`config.mk`:
```
export PLATFORM = sky130hd
export DESIGN_NAME = ram_arbiter_2p
export DESIGN_NICKNAME = d
export VERILOG_FILES = /design/src/rtl/ram_arbiter_2p.sv
export SDC_FILE = /design/constraint.sdc
export NUM_CORES = 1
export LEC_CHECK = 0
export BUFFER_PORTS_ARGS = -buffer_cell sky130_fd_sc_hd__buf_2
export CAP_MARGIN = 20
export CORE_AREA = 2 2 97 99
export CTS_BUF_LIST = sky130_fd_sc_hd__clkbuf_4
export DETAILED_ROUTE_END_ITERATION = 8
export DIE_AREA = 0 0 99 101
export SLEW_MARGIN = 20
export SYNTH_ARGS = -nofsm -noshare
export SYNTH_HDL_FRONTEND = slang
export SYNTH_SLANG_ARGS = --single-unit
export TNS_END_PERCENT = 100
```
`constraint.sdc`:
```
create_clock -name clk -period 1.1 [get_ports clk]
set_input_delay 0 -clock clk [delete_from_list [all_inputs] [get_ports clk]]
set_output_delay 0 -clock clk [all_outputs]
set_load 0.01 [all_outputs]
```
`src/rtl/ram_arbiter_2p.sv`:
```
// ---------------------------------------------------------------------------
// ram_arbiter_2p
//
// Shares one single-port, byte-write, read-first word RAM between the core's
// instruction-fetch port and its data port. At most one access is granted per
// cycle; the grant is combinational from the requests. The RAM output is
// registered inside the RAM, so the response for a grant in cycle N is
// presented on the granted port in cycle N+1. Accesses whose word address
// lies beyond the RAM are still granted, but they never write the RAM and
// they return err=1 with zero data.
//
// Build option:
//   RAM_ARB_ROUND_ROBIN_EN  defined   : a last-winner pointer alternates
//                                       priority when both ports request.
//                           undefined : fixed priority, data over instruction.
//
// Ports:
//   clk, rst                  clock; synchronous active-high reset
//   i_req/i_addr              instruction request, byte address
//   i_gnt                     instruction request accepted this cycle
//   i_rvalid/i_rdata/i_err    instruction response (one cycle after grant)
//   d_req/d_we/d_addr/d_wdata data request; d_we==0 means read
//   d_gnt                     data request accepted this cycle
//   d_rvalid/d_rdata/d_err    data response (also issued for writes)
//   ram_we/ram_addr/ram_di    to the RAM
//   ram_dout                  registered RAM read data
// ---------------------------------------------------------------------------
module ram_arbiter_2p #(
  parameter  int MEM_SIZE_WORDS = 4096,
  localparam int ADDR_WIDTH     = $clog2(MEM_SIZE_WORDS)
) (
  input  logic                  clk,
  input  logic                  rst,
  input  logic                  i_req,
  input  logic [31:0]           i_addr,
  output logic                  i_gnt,
  output logic                  i_rvalid,
  output logic [31:0]           i_rdata,
  output logic                  i_err,
  input  logic                  d_req,
  input  logic [3:0]            d_we,
  input  logic [31:0]           d_addr,
  input  logic [31:0]           d_wdata,
  output logic                  d_gnt,
  output logic                  d_rvalid,
  output logic [31:0]           d_rdata,
  output logic                  d_err,
  output logic [3:0]            ram_we,
  output logic [ADDR_WIDTH-1:0] ram_addr,
  output logic [31:0]           ram_di,
  input  logic [31:0]           ram_dout
);

  typedef enum logic [1:0] {
    RESP_NONE  = 2'd0,
    RESP_INSTR = 2'd1,
    RESP_DATA  = 2'd2
  } resp_sel_t;

  localparam logic [31:0] MEM_WORDS = 32'(MEM_SIZE_WORDS);

  // True when the word part of a byte address falls inside the RAM.
  function automatic logic addr_in_range(input logic [31:0] addr);
    return ({2'b00, addr[31:2]} < MEM_WORDS);
  endfunction

  // RAM word index of a byte address; the byte offset is ignored.
  function automatic logic [ADDR_WIDTH-1:0] word_index(input logic [31:0] addr);
    return addr[ADDR_WIDTH+1:2];
  endfunction

  logic      i_win_s;
  logic      d_win_s;
  logic      grant_err_s;
  resp_sel_t next_sel_s;
  resp_sel_t resp_sel_r;
  logic      resp_err_r;

  // Byte-offset bits take no part in addressing.
  logic unused_addr_bits;
  assign unused_addr_bits = ^{i_addr[1:0], d_addr[1:0]};

`ifdef RAM_ARB_ROUND_ROBIN_EN
  // 1 when the data port won the most recent grant, 0 for instruction.
  logic last_data_r;

  // Last-winner pointer; moves only when something is granted.
  always_ff @(posedge clk) begin
    if (rst) begin
      last_data_r <= 1'b0;
    end else if (d_win_s) begin
      last_data_r <= 1'b1;
    end else if (i_win_s) begin
      last_data_r <= 1'b0;
    end else begin
      last_data_r <= last_data_r;
    end
  end
`endif

  // Arbitration: pick at most one winner this cycle; nothing while in reset.
  always_comb begin
    i_win_s = 1'b0;
    d_win_s = 1'b0;
    if (rst) begin
      i_win_s = 1'b0;
      d_win_s = 1'b0;
    end else if (i_req && d_req) begin
`ifdef RAM_ARB_ROUND_ROBIN_EN
      // The port that did not win last time goes first.
      if (last_data_r) begin
        i_win_s = 1'b1;
      end else begin
        d_win_s = 1'b1;
      end
`else
      d_win_s = 1'b1;
`endif
    end else begin
      i_win_s = i_req;
      d_win_s = d_req;
    end
  end

  assign i_gnt = i_win_s;
  assign d_gnt = d_win_s;

  // RAM drive for the winner; out-of-range accesses are granted but never write.
  always_comb begin
    ram_we      = 4'b0000;
    ram_addr    = {ADDR_WIDTH{1'b0}};
    ram_di      = 32'h0000_0000;
    grant_err_s = 1'b0;
    next_sel_s  = RESP_NONE;
    if (d_win_s) begin
      grant_err_s = !addr_in_range(d_addr);
      ram_addr    = word_index(d_addr);
      ram_di      = d_wdata;
      ram_we      = grant_err_s ? 4'b0000 : d_we;
      next_sel_s  = RESP_DATA;
    end else if (i_win_s) begin
      grant_err_s = !addr_in_range(i_addr);
      ram_addr    = word_index(i_addr);
      next_sel_s  = RESP_INSTR;
    end else begin
      next_sel_s  = RESP_NONE;
    end
  end

  // Remember which port was granted and whether it was out of range.
  always_ff @(posedge clk) begin
    if (rst) begin
      resp_sel_r <= RESP_NONE;
      resp_err_r <= 1'b0;
    end else begin
      resp_sel_r <= next_sel_s;
      resp_err_r <= grant_err_s;
    end
  end

  // Route the registered RAM data to the port granted last cycle. Reset
  // gating drops a response whose grant was followed directly by reset.
  always_comb begin
    i_rvalid = 1'b0;
    i_err    = 1'b0;
    i_rdata  = 32'h0000_0000;
    d_rvalid = 1'b0;
    d_err    = 1'b0;
    d_rdata  = 32'h0000_0000;
    if (rst) begin
      i_rvalid = 1'b0;
      d_rvalid = 1'b0;
    end else begin
      case (resp_sel_r)
        RESP_INSTR: begin
          i_rvalid = 1'b1;
          i_err    = resp_err_r;
          i_rdata  = resp_err_r ? 32'h0000_0000 : ram_dout;
        end
        RESP_DATA: begin
          d_rvalid = 1'b1;
          d_err    = resp_err_r;
          d_rdata  = resp_err_r ? 32'h0000_0000 : ram_dout;
        end
        default: begin
          i_rvalid = 1'b0;
          d_rvalid = 1'b0;
        end
      endcase
    end
  end

endmodule

```
After elaboration in Yosys (flattened, before gate mapping)
Cells that the tools add are included.

Flip-flop bits (word level): 3. Output and inout port bits: 118.

Order comparisons: 2. Equal/unequal tests: 2. Multiplexer cells: 26. Reductions and logical operators: 4.

Operator list (count): two-way mux 32 bit (6); less-than comparator 30 x 13 -> 1 bit, second input constant (2); two-way mux 12 bit (2); two-way mux 1 bit (15); two-way mux 4 bit (2); equality test 2 x 1 -> 1 bit, second input constant (1); equality test 2 bit, second input constant (1); logical NOT 1 bit (2); two-way mux 2 bit (1); OR reduction 2 bit (1); logical AND 1 bit (1).

Logic depth before layout (Yosys ltp)
Gate-level depths: netlist of run 1.

Word-level depth: 5. Gate-level depth with buffers: 5.

Worst setup path before layout of run 1
OpenSTA, ideal clock, no wires.

Kind: register to output. Start: reg resp_sel_r[1]. End: out d_rdata[10]. Arrival time: 1.049 ns. Required time: 1.100 ns. Setup slack: 0.051 ns. Stages on the path, launching flop included: 5. Path buffers: 2. Cell sequence: dfxtp_1 or3b_1 buf_6 buf_12 nor2_4.

Longest elaborated chain between the ends: 3.

Ends and longest elaborated chain: from (decl) (line 76) `resp_sel_t resp_sel_r;`; from (signal assigned) (line 156) `resp_sel_r <= next_sel_s;`; equality test 2 bit (line 174) `case (resp_sel_r)`; two-way mux 32 bit (line 174); two-way mux 32 bit (line 170) `if (rst) begin`; to (decl) (line 46) `output logic [31:0] d_rdata,`.

Every way passes these cells.

Worst setup path after layout of run 1
Start: reg resp_sel_r[0]. End: out d_rdata[0].

Same word-level chain as after synthesis.

==> metrics.csv, run 1 <==
metric,value,unit
die height,101,um
WL met3,728,um
Crit Path Max Fanout,18,
Peak Freq,0.704,GHz
Register Area,66.3,um^2
fin crit period,1.42,ns
std cell rows,35,
vias per inst,4.07,
WHS,0.0268,ns
vias in the first global route,2112,
Multi-input gate area,1360,um^2
Power Total,1.44,mW
post-synth cell types,22,
CP Data Required Time,1.10,ns
Power Density,424,nW/um^2
peak supply drop,0.168,mV
post-synthesis register bit count,3,
most frequent cells in the layout,"buf_2 (220), nor2_1 (36), and2_1 (36)",
via count,2289,
TritonCTS Buffers,3,
CTS tree,built,
Post-DP HPWL,6.13,mm
worst min path class,in -> reg,
first-iteration detailed-routing DRC count,18,
core area,8980,um^2
Critical Path Sink Type,primary output,
GR Overflow Total,0,
Synth-to-Final Area Change,168,%
cell area after synthesis,1260,um^2
Synth Instances,193,
syn nets,329,
clk root buf,clkbuf_4,
CP Launch Type,register,
register area share after synthesis,4.75,%
status,"finished, violations left",
Syn Area/Cell,6.55,um^2
YS warnings,0,
IO Port Bufs,249,
worst-margin pin slew,0.260,ns
cell taking the most area after synthesis,nor2_4,
H-tree levels,1,
gpl congestion,0.730,
I/O Pins,254,
antenna violations before repair,1,
Final Hold Vio Count,0,
crit path DAT,1.42,ns
RSZ-0062 raised after global routing,true,
Leakage,1.89,nW
Initial Util,14.1,%
setup ws final,-0.320,ns
first-pass GRT wire length,11.4,mm
Avg WL per Cell,14.7,um
clk sinks,3,
max-slew violation count,0,
DR top layer,met3,
Metal-1 WL,2.83,mm
Worst-path clk slew,0.05,ns
Nets,587,
Met2 Wirelength,4.72,mm
Setup Crit Path Kind,reg -> out,
placed insts,545,
drt pass-1 iters,4,
share of layout cells above drive strength 1,77.8,%
Routed WL,8.27,mm
Setup crit end,d_rdata[0],
die width,99,um
"antenna viol nets, final",0,
Area contributors post-synth,"nor2_4 (26%), and2_1 (18%), nor2_1 (12%)",
top-area cell type share of the netlist area,25.8,%
Non-Filler Instances,562,
DIE AREA,10000,um^2
Final setup viols,68,
largest net degree at the start of global routing,47,
period utilization,129,%
"commonest non-fill, non-tap cell in the layout",buf_2,
number of fill cells in the layout,948,
DRC Markers,0,
failing checks,negative setup slack,
CTS Buffer Depth,2,
Worst Setup SP,resp_sel_r[0],
maxcap violations,0,
normalized max-slew margin,82.5,%
Total GRT Usage,14.4,%
[critical path: stages, from the launching register on]
cell,delay [ns]
dfxtp_2,0.32
or3b_4,0.42
buf_12,0.20
nor2_1,0.09
buf_2,0.13
[logic make-up (layout without fill, tap and decap cells)]
family	Yosys count	count (layout)	share of synthesized area, %
other	0	1	0
AOI/OAI and AO/OA	14	14	9.10
DFF	3	3	4.75
buffers and inverters	20	277	11.3
and+or+nand+nor	156	156	74.9
[how the worst min path moves through the flow]
stage	startpoint	cells past startpoint	slack, ns	end
floorplan	d_req	1	0.08	resp_sel_r[0]
global placement	d_req	2	0.21	resp_sel_r[0]
detailed placement	d_req	2	0.21	resp_sel_r[0]
CTS	i_req	2	0.02	resp_sel_r[0]
global route	i_req	2	0.02	resp_sel_r[0]
finish	i_req	2	0.03	resp_sel_r[0]
[where the power goes]
| group | switching (mW) | total, mW | internal (mW) |
|---|---|---|---|
| clock | 0.0723 | 0.234 | 0.162 |
| combinational | 0.541 | 1.08 | 0.540 |
| sequential | 0.00681 | 0.123 | 0.116 |
| total | 0.620 | 1.44 | 0.818 |
[registers in the layout, indices dropped and copies added, names as in the netlist]
| name | flops |
|---|---|
| resp_sel_r | 2 |
| resp_err_r | 1 |
[synthesized netlist by cell type]
cell,number
nor2_2,1
nand2_1,35
nor4_2,1
or3b_1,1
a22o_1,12
dfxtp_1,3
nor3b_2,1
o21ai_0,2
nand3_1,1
buf_2,3
buf_12,3
nor2_4,29
and2_1,36
buf_6,2
clkinv_1,1
nor2_1,41
nand4_1,1
clkbuf_1,8
inv_1,3
nor3b_1,1
nor4_1,7
or4_1,1
[repair_timing]
| action | in CTS | in global routing |
|---|---|---|
| hold buffers | 1 | 0 |
| pin swaps | 2 | 9 |
| gates cloned | 4 | 2 |
| setup buffers | 2 | 4 |
| setup endpoints to repair | 71 | 74 |
| hold endpoints to repair | 1 | 0 |
| gates resized for setup | 98 | 19 |
[per-stage QoR]
stage / setup TNS (ns) / utilization (%) / instance area (um^2) / setup slack, ns
finish: -15.61 / 37.8 / 3390 / -0.320
detailed placement: -1.29 / 29.5 / 2650 / -0.0590
global placement: -0.898 / 29.5 / 2650 / -0.0647
floorplan: 0 / - / 1260 / 0.0510
global route: -19.65 / 37.7 / 3390 / -0.375
CTS: -12.96 / 36.0 / 3230 / -0.316
[routing by layer]
metal | global-route usage, % | up-vias
li1 | - | 1133
met1 | 15.2 | 1017
met2 | 29.4 | 139
met3 | 3.19 | 0
met4 | 1.90 | 0
met5 | 0 | -
[layout make-up]
class                           instances  area share, %
Tap cell                              111           4.10
Inverter                                4          0.812
Timing Repair Buffer                  269           52.2
Antenna cell                            1         0.0738
Sequential cell                         3           1.96
Clock buffer                            4          0.886
Multi-Input combinational cell        170           40.0
(Power assumes the default switching activity.)
==> run 2: changes to the inputs <==
- CTS_BUF_LIST: sky130_fd_sc_hd__clkbuf_4 -> not set
==> metrics.csv, run 2 (same netlist as run 1, synthesis figures left out) <==
metric,value,unit
clk sinks,3,
placed insts,545,
Crit Path Max Fanout,7,
CP top delay family,simple AND/OR/NAND/NOR gates,
setup TNS,-14.81,ns
worst-margin pin slew,0.260,ns
maxcap violations,0,
Largest regs,"resp_sel_r (2), resp_err_r (1)",
Final Hold Vio Count,0,
DRC Markers,0,
DIE AREA,10000,um^2
"Max stage delay cell, worst path",or3b_4,
die width,99,um
Worst Setup SP,resp_sel_r[0],
worst min path class,in -> reg,
vias per inst,4.10,
"commonest non-fill, non-tap cell in the layout",buf_2,
GR Overflow Total,0,
normalized max-slew margin,82.5,%
Nets,591,
crit-path cells,or3b_4 -> clkbuf_16 -> nor2_4 -> buf_6,
Placed Area,2650,um^2
IO Port Bufs,249,
failing checks,negative setup slack,
clk root buf,clkbuf_8,
met3 Use GR,3.19,%
Reg with most FFs,resp_sel_r,
die height,101,um
"antenna viol nets, final",0,
Worst-path clk slew,0.03,ns
Avg WL per Cell,15.0,um
Final setup viols,68,
setup ws final,-0.321,ns
number of fill cells in the layout,934,
CP Launch Type,register,
WHS,0.0487,ns
vias in the first global route,2108,
grt met2 use,29.0,%
most frequent cells in the layout,"buf_2 (216), buf_6 (37), nor2_1 (36), and2_1 (36), nor2_4 (32)",
Worst path depth,4,
TritonCTS Buffers,3,
max reg flops,2,
max-slew violation count,0,
Critical Path Sink Type,primary output,
Setup Crit Path Kind,reg -> out,
Register Area,63.8,um^2
via count,2322,
Peak Freq,0.704,GHz
Post-DP HPWL,6.13,mm
most used routing layer,met2,
Routed WL,8.48,mm
peak supply drop,0.257,mV
first-pass GRT wire length,11.3,mm
CTS Buffer Depth,2,
H-tree levels,1,
Synth-to-Final Area Change,178,%
largest net degree at the start of global routing,47,
Power Density,444,nW/um^2
CTS tree,built,
status,"finished, violations left",
Multi-input gate area,1360,um^2
dpl ws,-0.0590,ns
RSZ-0062 raised after global routing,true,
Layout Utilization,39.1,%
Final Cell Area,3510,um^2
gpl congestion,0.730,
first-iteration detailed-routing DRC count,38,
Power Total,1.56,mW
drt pass-1 iters,4,
antenna violations before repair,1,
crit path DAT,1.42,ns
share of layout cells above drive strength 1,77.8,%
Total GRT Usage,14.2,%
Non-Filler Instances,566,
worst path buffer plus inverter count,2,
Leakage,1.95,nW
M1 GR Usage,15.1,%
std cell rows,35,
period utilization,129,%
critical path's largest stage delay,0.48,ns
core area,8980,um^2
fin crit period,1.42,ns
Initial Util,14.1,%
CP Data Required Time,1.10,ns
I/O Pins,254,
Setup crit end,d_rdata[28],
run 2: cell count changes in the layout (fill, tap and decap cells not counted), sizes merged:
cell,change
clkbuf,+3
buf,+1
clkinv,-1
inv,+1
run 2: how the worst min path moves through the flow:
stage	to	depth (start not counted)	slack [ns]	start
3_5_place_dp	resp_sel_r[0]	2	0.21	d_req
5_1_grt	resp_sel_r[0]	2	0.04	i_req
2_1_floorplan	resp_sel_r[0]	1	0.08	d_req
6_report	resp_sel_r[0]	2	0.05	i_req
4_1_cts	resp_sel_r[0]	2	0.05	i_req
3_3_place_gp	resp_sel_r[0]	2	0.21	d_req
run 2: what timing repair did:
item                       4_1_cts  5_1_grt
resized for setup               98       22
setup endpoints to repair       68       72
hold buffers                     1        0
cloned                           4        6
pin swaps                        2       10
setup buffers                    2        4
hold endpoints to repair         1        0
run 2: cell type report:
type	count	share of cell area, %
Sequential cell	3	1.82
Antenna cell	1	0.0713
Timing Repair Buffer	273	53.5
Multi-Input combinational cell	170	38.7
Inverter	4	0.641
Tap cell	111	3.95
Clock buffer	4	1.28
run 2: where the power goes:
group / switching (mW) / leakage, nW / internal, mW
sequential: 0.00613 / 0.0258 / 0.117
combinational: 0.551 / 1.90 / 0.564
clock: 0.0751 / 0.0228 / 0.247
run 2: per-layer routing:
layer	wire, um	up-vias	part of all wire, %
met5	0	-	0
li1	-	1141	-
met4	0	0	0
met1	2940	1044	35
met2	4810	137	57
met3	731	0	8.6
